==> src/rtl/feedback_pkg.sv <==
// rtl/feedback_pkg.sv - shared types, field map and decode helper for the controller feedback driver
//
// Purpose: one place for the FSM encoding, the MMIO command word field map
//          and the status word bit positions used by controller_feedback_driver.
// Ports:   none (package).

package feedback_pkg;

    typedef enum logic [1:0] {
        IDLE = 2'd0,
        ON   = 2'd1,
        OFF  = 2'd2
    } feedbackState_t;

    // Command word field map
    localparam int CMD_GO_BIT        = 0;
    localparam int CMD_ABORT_BIT     = 1;
    localparam int CMD_COUNT_LSB     = 4;
    localparam int CMD_COUNT_W       = 4;
    localparam int CMD_ON_LSB        = 8;
    localparam int CMD_ON_W          = 8;
    localparam int CMD_OFF_LSB       = 16;
    localparam int CMD_OFF_W         = 8;
    localparam int CMD_INTENSITY_LSB = 24;
    localparam int CMD_INTENSITY_W   = 4;

    // Status word bit positions
    localparam int STATUS_BUSY_BIT    = 0;
    localparam int STATUS_PULSES_LSB  = 1;
    localparam int STATUS_PULSES_W    = 4;

    typedef struct packed {
        logic [CMD_COUNT_W-1:0]     count;
        logic [CMD_ON_W-1:0]        onUnits;
        logic [CMD_OFF_W-1:0]       offUnits;
        logic [CMD_INTENSITY_W-1:0] intensity;
    } feedbackCmd_t;

    function automatic feedbackCmd_t decodeCmd(input logic [31:0] word);
        feedbackCmd_t cmd;
        cmd.count     = word[CMD_COUNT_LSB     +: CMD_COUNT_W];
        cmd.onUnits   = word[CMD_ON_LSB        +: CMD_ON_W];
        cmd.offUnits  = word[CMD_OFF_LSB       +: CMD_OFF_W];
        cmd.intensity = word[CMD_INTENSITY_LSB +: CMD_INTENSITY_W];
        return cmd;
    endfunction

endpackage

==> src/rtl/controller_feedback_driver_if.sv <==
// rtl/controller_feedback_driver_if.sv - MMIO-side bundle between the CPU write path and the feedback driver
//
// Purpose: groups the MMIO command/status signals of one player's feedback driver.
// Signals:
//   mmioWrite        CPU -> driver  one-cycle write strobe
//   mmioBoardOutput  CPU -> driver  32-bit command word
//   mmioStatus       driver -> CPU  [0]=busy, [4:1]=pulses remaining
//   doneStrobe       driver -> CPU  one-cycle pulse on normal pattern completion
// Modports: master (CPU side), slave (driver side).

interface controller_feedback_driver_if;

    logic        mmioWrite;
    logic [31:0] mmioBoardOutput;
    logic [31:0] mmioStatus;
    logic        doneStrobe;

    modport master (
        output mmioWrite,
        output mmioBoardOutput,
        input  mmioStatus,
        input  doneStrobe
    );

    modport slave (
        input  mmioWrite,
        input  mmioBoardOutput,
        output mmioStatus,
        output doneStrobe
    );

endinterface

==> src/rtl/unit_tick_prescaler.sv <==
// rtl/unit_tick_prescaler.sv - divides fastClock down to one tick per time unit
//
// Purpose: while enabled, produces a one-cycle tick every UNIT_CYCLES cycles;
//          clear restarts the count so the first tick lands UNIT_CYCLES cycles later.
// Ports:
//   fastClock  in   clock
//   reset      in   synchronous active-high reset
//   clear      in   restart the prescaler (wins over enable)
//   enable     in   count this cycle
//   tick       out  high on the last cycle of each unit

module unit_tick_prescaler #(
    parameter int UNIT_CYCLES = 500000
) (
    input  logic fastClock,
    input  logic reset,
    input  logic clear,
    input  logic enable,
    output logic tick
);

    localparam int CNT_W = (UNIT_CYCLES > 1) ? $clog2(UNIT_CYCLES) : 1;
    localparam logic [CNT_W-1:0] LAST_COUNT = CNT_W'(UNIT_CYCLES - 1);

    logic [CNT_W-1:0] prescaleCnt;

    always_ff @(posedge fastClock) begin
        if (reset || clear) begin
            prescaleCnt <= '0;
        end else if (enable) begin
            prescaleCnt <= (prescaleCnt == LAST_COUNT) ? '0 : prescaleCnt + 1'b1;
        end
    end

    // Tick is not masked by clear: the owner clears on the very tick that ends a timer.
    assign tick = enable && (prescaleCnt == LAST_COUNT);

endmodule

==> src/rtl/controller_feedback_driver.sv <==
// rtl/controller_feedback_driver.sv - plays LED/rumble pulse trains commanded over MMIO
//
// Purpose: latches a pulse-train command (count, on-time, off-time, intensity)
//          written over MMIO, plays it on ledMotorOut and reports busy status.
// Ports:
//   fastClock    in      sole clock
//   reset        in      synchronous active-high reset
//   mmio         slave   MMIO bundle: mmioWrite, mmioBoardOutput in; mmioStatus, doneStrobe out
//   ledMotorOut  out     registered LED/rumble drive
// Build option: FEEDBACK_PWM_EN - when defined, the ON level is PWM-gated by the
//               latched intensity; otherwise ON is a constant high.

module controller_feedback_driver
    import feedback_pkg::*;
#(
    parameter int UNIT_CYCLES = 500000,
    parameter int PWM_BITS    = 4
) (
    input  logic                          fastClock,
    input  logic                          reset,
    controller_feedback_driver_if.slave   mmio,
    output logic                          ledMotorOut
);

    feedbackState_t state;
    feedbackState_t nextState;

    feedbackCmd_t   newCmd;
    feedbackCmd_t   curCmd;
    logic [3:0]     pulsesLeft;
    logic [7:0]     unitCnt;
    logic           unitTick;

    logic           goValid;
    logic           abortValid;
    logic           expire;
    logic [7:0]     onLast;
    logic [7:0]     offLast;

    logic           timerClear;
    logic           loadCmd;
    logic           decPulse;

    logic           ledNext;
    logic           doneNext;
    logic           pwmGate;

    logic           doneReg;
    logic [31:0]    statusReg;

    logic           unusedCmdBits;

    assign newCmd        = decodeCmd(mmio.mmioBoardOutput);
    assign unusedCmdBits = ^{mmio.mmioBoardOutput[31:28], mmio.mmioBoardOutput[3:2]};

    // Abort beats go; go with a zero count is not a command at all.
    assign abortValid = mmio.mmioWrite && mmio.mmioBoardOutput[CMD_ABORT_BIT];
    assign goValid    = mmio.mmioWrite && mmio.mmioBoardOutput[CMD_GO_BIT]
                        && (newCmd.count != '0) && !abortValid;

    // Timers end on the tick where the unit counter reaches length-1; zero on-units acts as one.
    assign onLast  = (curCmd.onUnits == 8'd0) ? 8'd0 : curCmd.onUnits - 8'd1;
    assign offLast = curCmd.offUnits - 8'd1;
    assign expire  = unitTick && (((state == ON)  && (unitCnt == onLast)) ||
                                  ((state == OFF) && (unitCnt == offLast)));

    unit_tick_prescaler #(
        .UNIT_CYCLES (UNIT_CYCLES)
    ) u_prescaler (
        .fastClock (fastClock),
        .reset     (reset),
        .clear     (timerClear),
        .enable    (state != IDLE),
        .tick      (unitTick)
    );

    // State register
    always_ff @(posedge fastClock) begin
        if (reset) begin
            state <= IDLE;
        end else begin
            state <= nextState;
        end
    end

    // Next-state logic. Every state entry (including a merged ON restart) clears the timers.
    always_comb begin
        nextState  = state;
        timerClear = (state == IDLE);
        loadCmd    = 1'b0;
        decPulse   = 1'b0;
        if (abortValid) begin
            nextState  = IDLE;
            timerClear = 1'b1;
        end else if (goValid) begin
            nextState  = ON;
            timerClear = 1'b1;
            loadCmd    = 1'b1;
        end else if (expire) begin
            timerClear = 1'b1;
            if (state == ON) begin
                if (pulsesLeft == 4'd1) begin
                    nextState = IDLE;
                end else begin
                    decPulse  = 1'b1;
                    nextState = (curCmd.offUnits != 8'd0) ? OFF : ON;
                end
            end else begin
                nextState = ON;
            end
        end
    end

    // Command latch, pulse counter and unit counter
    always_ff @(posedge fastClock) begin
        if (reset) begin
            curCmd     <= '0;
            pulsesLeft <= 4'd0;
            unitCnt    <= 8'd0;
        end else begin
            if (loadCmd) begin
                curCmd     <= newCmd;
                pulsesLeft <= newCmd.count;
            end else if (nextState == IDLE) begin
                pulsesLeft <= 4'd0;
            end else if (decPulse) begin
                pulsesLeft <= pulsesLeft - 4'd1;
            end

            if (timerClear) begin
                unitCnt <= 8'd0;
            end else if (unitTick) begin
                unitCnt <= unitCnt + 8'd1;
            end
        end
    end

`ifdef FEEDBACK_PWM_EN
    logic [PWM_BITS-1:0]        pwmCnt;
    logic [CMD_INTENSITY_W-1:0] intensitySel;

    always_ff @(posedge fastClock) begin
        if (reset) begin
            pwmCnt <= '0;
        end else begin
            pwmCnt <= pwmCnt + 1'b1;
        end
    end

    // The output is registered from the next state, so use the intensity that will be current then.
    assign intensitySel = loadCmd ? newCmd.intensity : curCmd.intensity;
    assign pwmGate      = (pwmCnt <= PWM_BITS'(intensitySel));
`else
    localparam int unusedPwmBits = PWM_BITS;
    logic          unusedIntensity;

    assign unusedIntensity = ^curCmd.intensity;
    assign pwmGate         = 1'b1;
`endif

    // Output logic: done only on a natural final expiry that no write overrides.
    always_comb begin
        ledNext  = (nextState == ON) && pwmGate;
        doneNext = expire && (state == ON) && (pulsesLeft == 4'd1)
                   && !abortValid && !goValid;
    end

    // Output registers; status follows the registered state, hence one cycle behind it.
    always_ff @(posedge fastClock) begin
        if (reset) begin
            ledMotorOut <= 1'b0;
            doneReg     <= 1'b0;
            statusReg   <= 32'd0;
        end else begin
            ledMotorOut <= ledNext;
            doneReg     <= doneNext;
            statusReg   <= 32'd0;
            statusReg[STATUS_BUSY_BIT]                       <= (state != IDLE);
            statusReg[STATUS_PULSES_LSB +: STATUS_PULSES_W]  <= pulsesLeft;
        end
    end

    assign mmio.doneStrobe = doneReg;
    assign mmio.mmioStatus = statusReg;

endmodule

==> src/flat_wrapper.sv <==
// flat-port wrapper written by rule: the top's interface ports become plain ports
module controller_feedback_driver_flat import feedback_pkg::*;
#(
    parameter int UNIT_CYCLES = 500000,
    parameter int PWM_BITS    = 4
)
  (fastClock, reset, ledMotorOut, mmio_mmioWrite, mmio_mmioBoardOutput, mmio_mmioStatus, mmio_doneStrobe);
  controller_feedback_driver_if mmio_i ();
  input  logic fastClock;
  input  logic reset;
  output logic ledMotorOut;
  input wire logic [$bits(mmio_i.mmioWrite)-1:0] mmio_mmioWrite;
  input wire logic [$bits(mmio_i.mmioBoardOutput)-1:0] mmio_mmioBoardOutput;
  output wire logic [$bits(mmio_i.mmioStatus)-1:0] mmio_mmioStatus;
  output wire logic [$bits(mmio_i.doneStrobe)-1:0] mmio_doneStrobe;
  assign mmio_i.mmioWrite = mmio_mmioWrite;
  assign mmio_i.mmioBoardOutput = mmio_mmioBoardOutput;
  assign mmio_mmioStatus = mmio_i.mmioStatus;
  assign mmio_doneStrobe = mmio_i.doneStrobe;
  controller_feedback_driver #(.UNIT_CYCLES(UNIT_CYCLES), .PWM_BITS(PWM_BITS)) u_core (.fastClock(fastClock), .reset(reset), .mmio(mmio_i), .ledMotorOut(ledMotorOut));
endmodule
==> config.mk <==
export PLATFORM = sky130hd
export DESIGN_NAME = controller_feedback_driver_flat
export DESIGN_NICKNAME = d
export VERILOG_FILES = /design/src/rtl/feedback_pkg.sv /design/src/rtl/controller_feedback_driver_if.sv /design/src/rtl/unit_tick_prescaler.sv /design/src/rtl/controller_feedback_driver.sv /design/src/flat_wrapper.sv
export SDC_FILE = /design/constraint.sdc
export NUM_CORES = 1
export LEC_CHECK = 0
export ABC_CLOCK_PERIOD_IN_PS = 4400
export BUFFER_PORTS_ARGS = -buffer_cell sky130_fd_sc_hd__buf_2
export CAP_MARGIN = 15
export CORE_MARGIN = 10
export CORE_UTILIZATION = 45
export CTS_BUF_LIST = sky130_fd_sc_hd__clkbuf_16
export CTS_CLUSTER_DIAMETER = 120
export DETAILED_ROUTE_END_ITERATION = 6
export GPL_ROUTABILITY_DRIVEN = 0
export PLACE_DENSITY = 0.67
export SYNTH_ARGS = -nofsm -noshare
export SYNTH_HDL_FRONTEND = slang
export SYNTH_HIERARCHICAL = 1
export SYNTH_SLANG_ARGS = --single-unit
==> constraint.sdc <==
create_clock -name fastClock -period 4.4 [get_ports fastClock]
set_clock_uncertainty 0.2 [all_clocks]
set_input_delay 0.22 -clock fastClock [delete_from_list [all_inputs] [get_ports fastClock]]
set_output_delay 0.22 -clock fastClock [all_outputs]
set_load 0.03 [all_outputs]
---- Word-level counts from Yosys, hierarchy flattened ----
Index checks and enable logic that the tools add are counted.
cells by class
  add/sub/neg operators ................... 5
  eq/ne operators ......................... 7
  mux-type cells .......................... 21
  reduce and logical (&&, ||, !) cells .... 24
operators with widths
  kind                                                                 count
  19-bit by 1-bit adder with 19-bit output (second input constant)     1
  19-bit == test (second input constant)                               1
  19-bit 2-to-1 mux                                                    1
  8-bit == test                                                        2
  8-bit by 1-bit subtractor with 8-bit output (second input constant)  2
  1-bit logical AND                                                    12
  2-bit 2-to-1 mux                                                     6
  4-bit 2-to-1 mux                                                     3
  1-bit 2-to-1 mux                                                     10
  8-bit by 1-bit adder with 8-bit output (second input constant)       1
  8-bit logical NOT                                                    1
  8-bit 2-to-1 mux                                                     1
  8-bit nonzero test                                                   1
  2-bit by 1-bit == test with 1-bit output (second input constant)     2
  4-bit by 1-bit == test with 1-bit output (second input constant)     1
  2-bit logical NOT                                                    2
  4-bit nonzero test                                                   1
  4-bit by 1-bit subtractor with 4-bit output (second input constant)  1
  3-bit nonzero test                                                   1
  2-bit == test (second input constant)                                1
  1-bit logical NOT                                                    2
  1-bit logical OR                                                     2
  2-bit nonzero test                                                   1
  2-bit OR reduction                                                   1
word-level totals
  register bits after elaboration ......... 83
  input port bits ......................... 35
  output and inout port bits .............. 34
  word-level logic and storage cells ...... 67

---- Longest topological paths before layout ----
  depth after elaboration ................. 12
  gate-level depth with buffers ........... 18
  mapped depth without buffers ............ 14

---- Modules after synthesis ----
Netlist, hierarchy kept.
modules (own cells, without submodules)
  module                      times used  cells each  area an instance (um2)  sequential area each (um2)
  controller_feedback_driver  1           326         2494.9                  740.7
  unit_tick_prescaler         1           103         917.1                   380.4

---- Worst setup path after synthesis ----
No wires, ideal clock.
  kind .................................... register -> register
  from .................................... register u_core/curCmd[12] (netlist name)
  to ...................................... register u_core.pulsesLeft[3]
  library setup time ...................... 100 ps
  arrival time ............................ 2904 ps
  required time ........................... 4100 ps
  slack ................................... 1197 ps
  cell stages (with the launch flop) ...... 13
  buffers on the path ..................... 2
  cells stage by stage .................... dfxtp_1 clkbuf_1 inv_1 ha_1 buf_2 or4b_4 or4_1 a21oi_1 and3_1 and4b_4 nand4_4 o22a_4 a2111oi_4
between the ends
  longest elaborated chain between the ends .. 12
ends and longest elaborated chain
  item                                                                                     line                               text
  start, declared                                                                          controller_feedback_driver.sv:29   feedbackCmd_t curCmd;
  start signal, assigned                                                                   controller_feedback_driver.sv:122  curCmd <= newCmd;
  8-bit by 1-bit subtractor with 8-bit output / 8-bit logical NOT (equally long branches)  controller_feedback_driver.sv:62   assign onLast = (curCmd.onUnits == 8'd0) ? 8'd0 : curCmd.onUnits - 8'd1;
  8-bit 2-to-1 mux (*)                                                                     controller_feedback_driver.sv:62
  8-bit == test (*)                                                                        controller_feedback_driver.sv:64   assign expire = unitTick && (((state == ON) && (unitCnt == onLast)) ||
  1-bit logical AND (*)                                                                    controller_feedback_driver.sv:64
  1-bit logical OR (*)                                                                     controller_feedback_driver.sv:64
  1-bit logical AND (*)                                                                    controller_feedback_driver.sv:64
  2-bit 2-to-1 mux                                                                         controller_feedback_driver.sv:99   end else if (expire) begin
  2-bit 2-to-1 mux                                                                         controller_feedback_driver.sv:95   end else if (goValid) begin
  2-bit 2-to-1 mux                                                                         controller_feedback_driver.sv:92   if (abortValid) begin
  2-bit logical NOT                                                                        controller_feedback_driver.sv:124  end else if (nextState == IDLE) begin
  4-bit 2-to-1 mux                                                                         controller_feedback_driver.sv:124
  4-bit 2-to-1 mux                                                                         controller_feedback_driver.sv:121  if (loadCmd) begin
  end signal, assigned                                                                     controller_feedback_driver.sv:123  pulsesLeft <= newCmd.count;
  end signal, assigned                                                                     controller_feedback_driver.sv:127  pulsesLeft <= pulsesLeft - 4'd1;
  end, declared                                                                            controller_feedback_driver.sv:30   logic [3:0] pulsesLeft;
Every way passes the cells marked *; elsewhere a longest branch is shown, timed or not.
A chain may end at the register's enable or synchronous reset.

---- Worst setup path in the final report ----
  from .................................... register u_core.state[1]
  to ...................................... register u_core.u_prescaler.prescaleCnt[16]
RTL lines
  item                         line                              text
  start, declared              controller_feedback_driver.sv:25  feedbackState_t state;
  start signal, assigned       controller_feedback_driver.sv:82  state <= nextState;
  2-bit nonzero test           controller_feedback_driver.sv:73  .enable (state != IDLE),
  1-bit logical AND            unit_tick_prescaler.sv:36         assign tick = enable && (prescaleCnt == LAST_COUNT);
  named net u_core.unitTick    controller_feedback_driver.sv:32  logic unitTick;
  1-bit logical AND            controller_feedback_driver.sv:64
  1-bit 2-to-1 mux             controller_feedback_driver.sv:99
  1-bit 2-to-1 mux             controller_feedback_driver.sv:95
  1-bit 2-to-1 mux             controller_feedback_driver.sv:92
  named net u_core.timerClear  controller_feedback_driver.sv:40  logic timerClear;
  1-bit logical OR             unit_tick_prescaler.sv:28         if (reset || clear) begin
  end signal, assigned         unit_tick_prescaler.sv:31         prescaleCnt <= (prescaleCnt == LAST_COUNT) ? '0 : prescaleCnt + 1'b1;
  end, declared                unit_tick_prescaler.sv:25         logic [CNT_W-1:0] prescaleCnt;
The timed path passes the listed nets, and every way through them passes these cells.

==> results.sh <==
export IMPL_postSynth_asyncResetShare_pct=0
export IMPL_ctsResizeCount=0
export IMPL_ys_warn_count=6
export IMPL_synthXorXnorAreaFrac_pct=7.96
export IMPL_fmax_mhz=275
export IMPL_initial_core_util_pct=46.5
export IMPL_finalSetupViolCount=0
export IMPL_ir_drop_v=0.000197
export IMPL_swShare_pct=25.7
export IMPL_pwr_share_seq_pct=46.3
export IMPL_synth_edf_count=0
export IMPL_path_max_fanout=19
export IMPL_clock_latency_ns=0.29
export IMPL_leakagePower_nw=1.42
export IMPL_fp_coreArea_mm2=0.00733
export IMPL_synthMuxAreaShare_pct=0.880
export IMPL_worst_pin_slew_ns=0.780
export IMPL_final_cell_mix="nand2_1 (61), dfxtp_1 (56), nor2_1 (45), buf_2 (31), a21oi_1 (28)"
export IMPL_clkPwrFrac_pct=39.8
export IMPL_final_cells=562
export IMPL_via_per_inst=5.37
export IMPL_period_minus_slack_ns=3.63
export IMPL_crit_slowest_cell="dfxtp_1"
export IMPL_cts_htree_levels=2
export IMPL_place_area_mm2=0.00351
export IMPL_grt_max_degree=31
export IMPL_synth_cells=429
export IMPL_drt_iter0_drc=171
export IMPL_io_pins=69
export IMPL_ys_ff_latch=56
export IMPL_synthAdderAreaFrac_pct=2.57
export IMPL_max_stage_delay_ns=0.42
export IMPL_grt_pass1_vias=2826
export IMPL_num_rows=31
export IMPL_finalCritPeriodShare_pct=82.5
export IMPL_cts_tree="done"
export IMPL_overflow=0
export IMPL_final_common_cell="nand2_1"
export IMPL_cts_root_buf="clkbuf_16"
export IMPL_synth_top_family_by_area="simple AND/OR/NAND/NOR gates"
export IMPL_antennaDiodeCount=0
export IMPL_ys_types=64
export IMPL_routedWlPerCell_um=14.2
export IMPL_syn_area_mm2=0.00341
export IMPL_worst_path_buf_inv=2
export IMPL_final_max_slew_violation_count=0
export IMPL_track_usage_pct=13.6
export IMPL_drc=0
export IMPL_synth_compound_area_share_pct=15.5
export IMPL_stdcell_area_mm2=0.00383
export IMPL_crit_chain="nor2_1, inv_1, and4_1, nand4_1, nor2_1, buf_4, nand2_1, nor4_1, o211ai_1, a211oi_1, nor4_1, nand2_1, nor2_1, o21ai_2, nor2_1"
export IMPL_maxCapViolCount=0
export IMPL_antenna_left=0
export IMPL_vias=3018
export IMPL_end_kind="flip-flop"
export IMPL_worst_slack_ns=0.769
export IMPL_grt_first_pass_wirelength_um=13200
export IMPL_dieArea_mm2=0.0115
export IMPL_synth_flop_cell="dfxtp_1"
export IMPL_die_h_um=107
export IMPL_fin_nets=504
export IMPL_min_delay_start="mmio_mmioBoardOutput[4]"
export IMPL_pre_cts_ws_ns=0.806
export IMPL_critPathLaunch="u_core/state[1]"
export IMPL_drive_above_1_share_pct=12.5
export IMPL_syn_to_final_growth_pct=12.4
export IMPL_p_per_area_mw_per_mm2=295
export IMPL_worstPathArrival_ns=3.58
export IMPL_setup_tns_ns=0
export IMPL_critPathKind="flip-flop to flip-flop"
export IMPL_cts_sink_count=56
export IMPL_critical_path_top_delay_family="simple AND/OR/NAND/NOR gates"
export IMPL_clockBufferDepth=2
export IMPL_yosysSeqAreaShare_pct=32.9
export IMPL_syn_avg_cell_area_um2=7.95
export IMPL_grt_antenna_before_repair=0
export IMPL_hpwl_um=5920
export IMPL_clkSlewWorstSetupHoldPaths_ns=0.08
export IMPL_hold_violations=0
export IMPL_rsz0062_at_grt="false"
export IMPL_critPathLaunchType="flip-flop"
export IMPL_die_w_um=107
export IMPL_dr_pass1_iters=4
export IMPL_power_switching_mw=0.291
export IMPL_p_int_mw=0.840
export IMPL_r2r_start="u_core/state[1]"
export IMPL_relSlewSlack_pct=48.0
export IMPL_hold_class="input pin to flip-flop"
export IMPL_status="finished, final reports clean"
export IMPL_cpMostUsedCell="nor2_1"
export IMPL_port_buffer_count=31
export IMPL_cts_buffers=5
export IMPL_routed_wl_um=8000
export IMPL_dp_cells=538
export IMPL_crit_required_ns=4.35
export IMPL_pwr_share_comb_pct=13.8
export IMPL_yosys_area_share_simple_pct=29.8
-- per-stage QoR --
| stage | power, mW | hold WS [ns] | utilization [%] |
|---|---|---|---|
| CTS | 1.14 | 0.0132 | 52.3 |
| global placement | 0.675 | 0.260 | 47.8 |
| floorplan | 0.666 | 0.156 | - |
| global route | 1.18 | 0.0333 | 52.3 |
| detailed placement | 0.679 | 0.267 | 47.8 |
| finish | 1.13 | 0.0103 | 52.3 |
-- logic make-up (layout without fill, tap and decap cells) --
| group | Yosys count | in the layout |
|---|---|---|
| flip-flops | 56 | 56 |
| XOR/XNOR | 31 | 31 |
| AO/OA/AOI/OAI | 74 | 74 |
| AND/OR/NAND/NOR | 195 | 195 |
| other | 1 | 27 |
| multiplexers | 3 | 3 |
| adder cells (fa/ha/maj) | 7 | 7 |
| buffers and inverters | 62 | 70 |
-- power by group through the flow --
stage | registers, mW | logic (mW) | clock network (mW)
after floorplan | 0.534 | 0.133 | 0
after global placement | 0.535 | 0.140 | 0
after detailed placement | 0.536 | 0.143 | 0
after CTS | 0.524 | 0.154 | 0.461
after global routing | 0.526 | 0.171 | 0.480
final | 0.524 | 0.157 | 0.451
-- what timing repair did --
item | 4_1_cts | 5_1_grt
hold endpoints to repair | 16 | 0
buffers inserted | 0 | 0
hold buffers | 16 | 0
-- cells in the mapped netlist, types with 4 or more instances --
| cell | count | area [um2] |
|---|---|---|
| buf_4 | 28 | 210 |
| o21ai_0 | 5 | 25.0 |
| and3_1 | 7 | 43.8 |
| nor4_1 | 10 | 62.6 |
| a31oi_1 | 4 | 25.0 |
| inv_1 | 13 | 48.8 |
| xor2_1 | 16 | 140 |
| or3_1 | 8 | 50.1 |
| nand3_1 | 10 | 50.1 |
| xnor2_1 | 15 | 131 |
| nor3_1 | 10 | 50.1 |
| clkbuf_1 | 14 | 52.6 |
| nor2b_1 | 5 | 31.3 |
| nand4_1 | 10 | 62.6 |
| a211oi_1 | 5 | 37.5 |
| a21oi_1 | 28 | 140 |
| ha_1 | 7 | 87.6 |
| nand2b_1 | 4 | 25.0 |
| nor2_1 | 45 | 169 |
| a2111oi_0 | 4 | 35.0 |
| nor4b_1 | 4 | 35.0 |
| buf_2 | 5 | 25.0 |
| dfxtp_1 | 56 | 1120 |
| and4_1 | 4 | 35.0 |
| nand2_1 | 61 | 229 |
-- worst min-delay path, cell delays in order --
cell and delay (ns):
buf_2 0.10, nand2_1 0.07, a211oi_1 0.06
-- layout make-up --
cell class                      count  area, um2
Fill cell                         697       3500
Multi-Input combinational cell    337       2040
Sequential cell                    56       1120
Timing Repair Buffer               49        330
Clock buffer                        5        125
Tap cell                           99        124
Inverter                           13       48.8
Clock inverter                      3       42.5
-- state kept, by name (all words and copies together), names as in the netlist --
signal	count
u_core/curCmd	16
u_core/ledMotorOut	1
u_core/mmio.doneStrobe	1
u_core/mmio.mmioStatus	5
u_core/pulsesLeft	4
u_core/state	2
u_core/u_prescaler/prescaleCnt	19
u_core/unitCnt	8
-- per-layer routing --
layer	track usage, %	up-vias	part of all wire [%]
met4	3.48	0	1.2
met1	16.7	1421	44
met2	23.5	72	49
li1	-	1519	-
met3	2.75	6	5.3
met5	0	-	0
-- final timing paths --
| kind | slack, ns | endpoint | depth (start not counted) |
|---|---|---|---|
| hold reg to reg | 0.29 | u_core/u_prescaler/prescaleCnt[18] | 2 |
| hold / removal | 0.01 | u_core/pulsesLeft[0] | 3 |
| setup / recovery | 0.77 | u_core/u_prescaler/prescaleCnt[16] | 15 |
| setup reg to reg | 0.77 | u_core/u_prescaler/prescaleCnt[16] | 15 |
(Power assumes the default switching activity.)
